--- src/rtl/damage_accumulator_if.sv ---
// Attack request/response channel of damage_accumulator.
// The slave side (the accumulator) takes requests and returns ready, ack, drop and the last amount applied.
interface damage_accumulator_if #(
  parameter int DMG_W = 10
);
  logic             atk_valid;
  logic [31:0]      attack;
  logic [2:0]       atk_target;
  logic             atk_ready;
  logic             hit_ack;
  logic             atk_drop;
  logic [DMG_W-1:0] last_damage;

  modport slave (
    input  atk_valid, attack, atk_target,
    output atk_ready, hit_ack, atk_drop, last_damage
  );

  modport master (
    output atk_valid, attack, atk_target,
    input  atk_ready, hit_ack, atk_drop, last_damage
  );
endinterface

--- src/rtl/damage_accumulator.sv ---
// Per-player damage counters fed by a two-stage hit pipeline, with invulnerability windows and KO clearing.
// Optional macro DAMAGE_STALE_MOVES_EN halves a hit that repeats the target's last accepted move class.
module damage_accumulator #(
  parameter int NUM_PLAYERS   = 4,
  parameter int DMG_W         = 10,
  parameter int MAX_DMG       = 999,
  parameter int INVULN_CYCLES = 60
) (
  input  logic                         clock,
  input  logic                         reset,
  damage_accumulator_if.slave          atk_if,
  input  logic                         ko_valid,
  input  logic [2:0]                   ko_player,
  output logic [NUM_PLAYERS*DMG_W-1:0] damage_bus,
  output logic [NUM_PLAYERS-1:0]       invuln
);

  localparam logic [3:0]       NP       = 4'(NUM_PLAYERS);
  localparam logic [DMG_W-1:0] MAX_V    = DMG_W'(MAX_DMG);
  localparam logic [7:0]       INV_LOAD = 8'(INVULN_CYCLES);

  function automatic logic [5:0] base_of(input logic [31:0] a);
    if (!a[0])            return 6'd0;
    else if (a[5])        return 6'd5;
    else if (a[6])        return 6'd20;
    else if (a[7])        return 6'd15;
    else if (a[8] | a[9]) return 6'd30;
    else if (a[10])       return 6'd10;
    else                  return 6'd0;
  endfunction

`ifdef DAMAGE_STALE_MOVES_EN
  function automatic logic [2:0] class_of(input logic [31:0] a);
    if (a[5])             return 3'd0;
    else if (a[6])        return 3'd1;
    else if (a[7])        return 3'd2;
    else if (a[8] | a[9]) return 3'd3;
    else                  return 3'd4;
  endfunction
`endif

  function automatic logic [DMG_W-1:0] sat_add(input logic [DMG_W-1:0] cur,
                                               input logic [DMG_W-1:0] amt);
    logic [DMG_W:0] sum;
    sum = {1'b0, cur} + {1'b0, amt};
    if (sum > {1'b0, MAX_V}) return MAX_V;
    return sum[DMG_W-1:0];
  endfunction

  logic [DMG_W-1:0] dmg_q [NUM_PLAYERS];
  logic [DMG_W-1:0] dmg_d [NUM_PLAYERS];
  logic [7:0]       inv_q [NUM_PLAYERS];
  logic [7:0]       inv_d [NUM_PLAYERS];
  logic             vld_p1_q, vld_p1_d;
  logic [2:0]       tgt_p1_q, tgt_p1_d;
  logic [DMG_W-1:0] amt_p1_q, amt_p1_d;
  logic             hit_ack_q, hit_ack_d;
  logic             atk_drop_q, atk_drop_d;
  logic [DMG_W-1:0] last_damage_q, last_damage_d;
`ifdef DAMAGE_STALE_MOVES_EN
  logic             hist_vld_q [NUM_PLAYERS];
  logic             hist_vld_d [NUM_PLAYERS];
  logic [2:0]       hist_cls_q [NUM_PLAYERS];
  logic [2:0]       hist_cls_d [NUM_PLAYERS];
  logic [2:0]       cls;
`endif

  logic       offered, accept, kill, ko_ok, tgt_ok, tgt_inv, stale;
  logic [5:0] base;
  logic [DMG_W-1:0] amt;
  logic       unused_attack_bits;

  assign atk_if.atk_ready   = ~ko_valid;
  assign atk_if.hit_ack     = hit_ack_q;
  assign atk_if.atk_drop    = atk_drop_q;
  assign atk_if.last_damage = last_damage_q;
  assign unused_attack_bits = ^{atk_if.attack[31:11], atk_if.attack[4:1]};

  // Stage 0: decode and qualify the offered request
  always_comb begin
    offered = atk_if.atk_valid & atk_if.atk_ready;
    base    = base_of(atk_if.attack);
    tgt_ok  = {1'b0, atk_if.atk_target} < NP;
    ko_ok   = ko_valid & ({1'b0, ko_player} < NP);
    tgt_inv = 1'b1;
    stale   = 1'b0;
`ifdef DAMAGE_STALE_MOVES_EN
    cls     = class_of(atk_if.attack);
`endif
    for (int i = 0; i < NUM_PLAYERS; i++) begin
      if (atk_if.atk_target == 3'(i)) begin
        tgt_inv = (inv_q[i] != 8'd0);
`ifdef DAMAGE_STALE_MOVES_EN
        stale   = hist_vld_q[i] && (hist_cls_q[i] == cls);
`endif
      end
    end
    amt    = stale ? DMG_W'(base >> 1) : DMG_W'(base);
    accept = offered & (base != 6'd0) & tgt_ok & ~tgt_inv;
    // KO on the add edge of the same player cancels the add and reports it as dropped
    kill   = vld_p1_q & ko_ok & (ko_player == tgt_p1_q);
  end

  // Stage 1 capture and stage 2 accumulate
  always_comb begin
    vld_p1_d      = accept;
    tgt_p1_d      = accept ? atk_if.atk_target : tgt_p1_q;
    amt_p1_d      = accept ? amt : amt_p1_q;
    hit_ack_d     = vld_p1_q & ~kill;
    atk_drop_d    = (offered & ~accept) | kill;
    last_damage_d = hit_ack_d ? amt_p1_q : last_damage_q;
    for (int i = 0; i < NUM_PLAYERS; i++) begin
      dmg_d[i] = dmg_q[i];
      inv_d[i] = (inv_q[i] != 8'd0) ? inv_q[i] - 8'd1 : 8'd0;
`ifdef DAMAGE_STALE_MOVES_EN
      hist_vld_d[i] = hist_vld_q[i];
      hist_cls_d[i] = hist_cls_q[i];
      if (accept && atk_if.atk_target == 3'(i)) begin
        hist_vld_d[i] = 1'b1;
        hist_cls_d[i] = cls;
      end
`endif
      if (hit_ack_d && tgt_p1_q == 3'(i)) dmg_d[i] = sat_add(dmg_q[i], amt_p1_q);
      if (accept && atk_if.atk_target == 3'(i)) inv_d[i] = INV_LOAD;
      if (ko_ok && ko_player == 3'(i)) begin
        dmg_d[i] = '0;
        inv_d[i] = 8'd0;
`ifdef DAMAGE_STALE_MOVES_EN
        hist_vld_d[i] = 1'b0;
        hist_cls_d[i] = 3'd0;
`endif
      end
    end
  end

  always_ff @(negedge clock or posedge reset) begin
    if (reset) begin
      vld_p1_q      <= 1'b0;
      tgt_p1_q      <= 3'd0;
      amt_p1_q      <= '0;
      hit_ack_q     <= 1'b0;
      atk_drop_q    <= 1'b0;
      last_damage_q <= '0;
      for (int i = 0; i < NUM_PLAYERS; i++) begin
        dmg_q[i] <= '0;
        inv_q[i] <= 8'd0;
`ifdef DAMAGE_STALE_MOVES_EN
        hist_vld_q[i] <= 1'b0;
        hist_cls_q[i] <= 3'd0;
`endif
      end
    end else begin
      vld_p1_q      <= vld_p1_d;
      tgt_p1_q      <= tgt_p1_d;
      amt_p1_q      <= amt_p1_d;
      hit_ack_q     <= hit_ack_d;
      atk_drop_q    <= atk_drop_d;
      last_damage_q <= last_damage_d;
      for (int i = 0; i < NUM_PLAYERS; i++) begin
        dmg_q[i] <= dmg_d[i];
        inv_q[i] <= inv_d[i];
`ifdef DAMAGE_STALE_MOVES_EN
        hist_vld_q[i] <= hist_vld_d[i];
        hist_cls_q[i] <= hist_cls_d[i];
`endif
      end
    end
  end

  always_comb begin
    damage_bus = '0;
    invuln     = '0;
    for (int i = 0; i < NUM_PLAYERS; i++) begin
      damage_bus[i*DMG_W +: DMG_W] = dmg_q[i];
      invuln[i] = (inv_q[i] != 8'd0);
    end
  end

endmodule

--- src/flat_wrapper.sv ---
// flat-port wrapper written by rule: the top's interface ports become plain ports
module damage_accumulator_flat 
#(
  parameter int NUM_PLAYERS   = 4,
  parameter int DMG_W         = 10,
  parameter int MAX_DMG       = 999,
  parameter int INVULN_CYCLES = 60
)
  (clock, reset, ko_valid, ko_player, damage_bus, invuln, atk_if_atk_valid, atk_if_attack, atk_if_atk_target, atk_if_atk_ready, atk_if_hit_ack, atk_if_atk_drop, atk_if_last_damage);
  damage_accumulator_if #(.DMG_W(DMG_W)) atk_if_i ();
  input  logic clock;
  input  logic reset;
  input  logic ko_valid;
  input  logic [2:0] ko_player;
  output logic [NUM_PLAYERS*DMG_W-1:0] damage_bus;
  output logic [NUM_PLAYERS-1:0] invuln;
  input wire logic [$bits(atk_if_i.atk_valid)-1:0] atk_if_atk_valid;
  input wire logic [$bits(atk_if_i.attack)-1:0] atk_if_attack;
  input wire logic [$bits(atk_if_i.atk_target)-1:0] atk_if_atk_target;
  output wire logic [$bits(atk_if_i.atk_ready)-1:0] atk_if_atk_ready;
  output wire logic [$bits(atk_if_i.hit_ack)-1:0] atk_if_hit_ack;
  output wire logic [$bits(atk_if_i.atk_drop)-1:0] atk_if_atk_drop;
  output wire logic [$bits(atk_if_i.last_damage)-1:0] atk_if_last_damage;
  assign atk_if_i.atk_valid = atk_if_atk_valid;
  assign atk_if_i.attack = atk_if_attack;
  assign atk_if_i.atk_target = atk_if_atk_target;
  assign atk_if_atk_ready = atk_if_i.atk_ready;
  assign atk_if_hit_ack = atk_if_i.hit_ack;
  assign atk_if_atk_drop = atk_if_i.atk_drop;
  assign atk_if_last_damage = atk_if_i.last_damage;
  damage_accumulator #(.NUM_PLAYERS(NUM_PLAYERS), .DMG_W(DMG_W), .MAX_DMG(MAX_DMG), .INVULN_CYCLES(INVULN_CYCLES)) u_core (.clock(clock), .reset(reset), .atk_if(atk_if_i), .ko_valid(ko_valid), .ko_player(ko_player), .damage_bus(damage_bus), .invuln(invuln));
endmodule
--- config.mk ---
export PLATFORM = sky130hd
export DESIGN_NAME = damage_accumulator_flat
export DESIGN_NICKNAME = d
export VERILOG_FILES = /design/src/rtl/damage_accumulator_if.sv /design/src/rtl/damage_accumulator.sv /design/src/flat_wrapper.sv
export SDC_FILE = /design/constraint.sdc
export NUM_CORES = 1
export LEC_CHECK = 0
export CAP_MARGIN = 30
export CORE_MARGIN = 2
export CORE_UTILIZATION = 30
export DETAILED_ROUTE_END_ITERATION = 10
export SLEW_MARGIN = 25
export SYNTH_ARGS = -nofsm -noshare
export SYNTH_HDL_FRONTEND = slang
export SYNTH_SLANG_ARGS = --single-unit
--- constraint.sdc ---
create_clock -name clock -period 3.5 [get_ports clock]
set_input_delay 0.7 -clock clock [delete_from_list [all_inputs] [get_ports clock]]
set_output_delay 0.7 -clock clock [all_outputs]
set_load 0.01 [all_outputs]
==> impl_metrics.env <==
export IMPL_hp_start="u_core.atk_if.last_damage[4]"
export IMPL_drv_slew=0
export IMPL_finalPower_mw=4.188
export IMPL_post_place_ws_ns=-1.081
export IMPL_dieHeight_um=134.6
export IMPL_ys_warn_count=0
export IMPL_via_count=5017
export IMPL_relSlewSlack=0.5569
export IMPL_layout_nets=860
export IMPL_path_max_fanout=2
export IMPL_clkPwrFrac=0.222
export IMPL_critPathMaxStageDelay_ns=0.47
export IMPL_worstPathArrival_ns=3.72
export IMPL_clock_latency_ns=0.35
export IMPL_cts_made_buffers=9
export IMPL_ant_nets=0
export IMPL_ios=99
export IMPL_yosysSeqAreaShare=0.4207
export IMPL_core_area_sq_um=16640
export IMPL_required_ns=2.80
export IMPL_initial_core_util=0.3073
export IMPL_critPathKind="flop to output pin"
export IMPL_die_area_sq_um=18110
export IMPL_combPwrFrac=0.438
export IMPL_cts_reportedPaths_clkPinSlew_ns=0.05
export IMPL_power_leakage_nw=3.818
export IMPL_crit_chain="inv_1 > ha_2 > or4b_4 > or4_4 > buf_6"
export IMPL_cts_path_max_buffers=2
export IMPL_cts_hold_buf=0
export IMPL_sequentialPowerShare=0.340
export IMPL_syn_area_per_cell_sq_um=9.216
export IMPL_hold_viol_final=0
export IMPL_num_rows=47
export IMPL_violations="setup timing"
export IMPL_crit_start="u_core.inv_q[24]"
export IMPL_synthArstFlopShare=1.000
export IMPL_antenna_found_initial=0
export IMPL_drt_pass1_iterations=4
export IMPL_top_usage_layer="met2"
export IMPL_rsz0062_at_grt="true"
export IMPL_h_tree_depth=3
export IMPL_final_cell_mix="buf_4 (150), dfrtn_1 (86), nor2_1 (58)"
export IMPL_synth_ff_type="dfrtn_1"
export IMPL_peakVddDrop_uv=390.7
export IMPL_grt_max_degree=56
export IMPL_clkSinkCount=86
export IMPL_syn_inst=555
export IMPL_viasPerCell=4.943
export IMPL_drc=0
export IMPL_port_buffers=68
export IMPL_drive_gt1_frac=0.3849
export IMPL_worst_slew_pin_slew_ns=0.6632
export IMPL_grt_pass1_vias=5285
export IMPL_tritoncts="yes"
export IMPL_synth_edff_count=0
export IMPL_internal_power_mw=2.760
export IMPL_stdcell_count=1015
export IMPL_grt_overflow_total=0
export IMPL_grtUsageMet1=0.2096
export IMPL_diodes=0
export IMPL_worst_path_max_delay_cell="or4b_4"
export IMPL_switching_power_mw=1.428
export IMPL_switching_share=0.3410
export IMPL_synth_distinct_cells=59
export IMPL_syn_to_final_growth_pct=58.78
export IMPL_placed_cells=954
export IMPL_drv_cap=0
export IMPL_cts_root_buf="clkbuf_16"
export IMPL_grt_pass1_wl_um=24990
export IMPL_status="finished, violations left"
export IMPL_drt_iter0_drc=282
export IMPL_place_congestion=0.8597
export IMPL_ys_seq_elements=86
export IMPL_timing_final_ws_setup_ns=-0.9222
export IMPL_met2_usage=0.2985
export IMPL_hold_class="flop to flop"
export IMPL_end_kind="output pin"
export IMPL_hpwl_um=11040
export IMPL_power_density_nw_per_um2=515.7
export IMPL_regToRegStartpoint="u_core.inv_q[16]"
export IMPL_final_common_cell="buf_4"
export IMPL_die_x_um=134.6
export IMPL_wire_per_inst_um=14.80
export IMPL_syn_area_sq_um=5115
export IMPL_setup_viol_count_final=30
export IMPL_cp_start_kind="flop"
export IMPL_track_usage=0.1725
export IMPL_wl_um=15020
export IMPL_use_met3=0.03604
export IMPL_finClkSkew_ns=0.006897
power by group through the flow:
stage               Combinational [mW]  Sequential [mW]  Clock, mW
finish                            1.83             1.42      0.932
global route                      2.03             1.45      0.998
CTS                               1.76             1.42      0.957
detailed placement                1.62             1.42          0
global placement                  1.53             1.41          0
floorplan                        0.865             1.46          0
sequential cells by signal, summed over array words and instances (netlist names):
name                       count
u_core.tgt_p1_q                3
u_core.atk_if.hit_ack          1
u_core.atk_if.atk_drop         1
u_core.amt_p1_q                4
u_core.atk_if.last_damage      4
u_core.vld_p1_q                1
u_core.damage_bus             40
u_core.inv_q                  32
final timing paths:
kind                                                 to  slack [ns]  depth (start not counted)
setup / recovery                              invuln[0]       -0.92                          5
hold reg to reg            u_core.atk_if.last_damage[4]        0.44                          2
hold / removal             u_core.atk_if.last_damage[4]        0.44                          2
max in group asynchronous          u_core.damage_bus[2]        0.75                          3
min in group asynchronous         u_core.damage_bus[34]        2.40                          3
setup reg to reg                     u_core.amt_p1_q[4]       -0.13                         23
kinds of logic (layout without fill, tap and decap cells):
logic type,Yosys count,after routing,share of synthesized area
adder cells (fa/ha/maj),28,28,0.07437
XOR/XNOR,42,42,0.07192
AND/OR/NAND/NOR,211,211,0.2025
other,1,5,0.0007332
buffers and inverters,48,284,0.04109
flip-flops,86,86,0.4207
multiplexers,10,10,0.02104
AO/OA/AOI/OAI,129,129,0.1676
per-stage QoR:
step / TNS [ns] / hold WS, ns / utilization / instance area, sq um
global route: -6.651 / 0.4875 / 0.4880 / 8122
global placement: -66.24 / 0.4190 / 0.4312 / 7176
detailed placement: -68.27 / 0.4317 / 0.4312 / 7176
CTS: -4.342 / 0.4285 / 0.4763 / 7926
floorplan: -9.768 / 0.3582 / - / 5413
finish: -5.175 / 0.4384 / 0.4880 / 8122
repair_timing:
action	CTS	global route
setup endpoints to repair	137	88
gates cloned	1	0
resized for setup	188	89
pin swaps	44	26
buffers inserted	39	14
synthesized netlist by cell type (8+ instances only):
cell type  instances  area [sq um]
dfrtn_1           86          2152
nor2_1            69         259.0
nand2_1           44         165.2
inv_1             31         116.4
o21ai_0           31         155.2
xnor2_1           28         245.2
a21oi_1           27         135.1
ha_1              24         300.3
nand3_1           24         120.1
nor3_1            17         85.08
xor2_1            14         122.6
a211oi_1          11         82.58
o22ai_1           11         68.82
nor3b_1           10         75.07
clkbuf_1           9         33.78
o211a_1            8         80.08
area by class of cell:
type | instances | area, sq um
clock buffers | 12 | 266.5
clock inverters | 4 | 20.02
fillers | 1511 | 8521
inverters | 32 | 126.4
multi-input cells | 425 | 3297
flip-flops and latches | 86 | 2152
well taps | 220 | 275.3
repair buffers | 236 | 1984
critical path: cells and delay by family, from the launching register on:
kind,cells,cell delay [ns]
adders and majority gates,1,0.17
DFF,1,0.34
and+or+nand+nor,2,0.91
buffers and inverters,2,0.21
metal layers:
metal | share of wire | vias up
li1 | - | 2452
met1 | 0.44 | 2452
met2 | 0.49 | 87
met3 | 0.043 | 26
met4 | 0.022 | 0
met5 | 0 | -
Note: power is estimated with default switching activity, not from simulation.
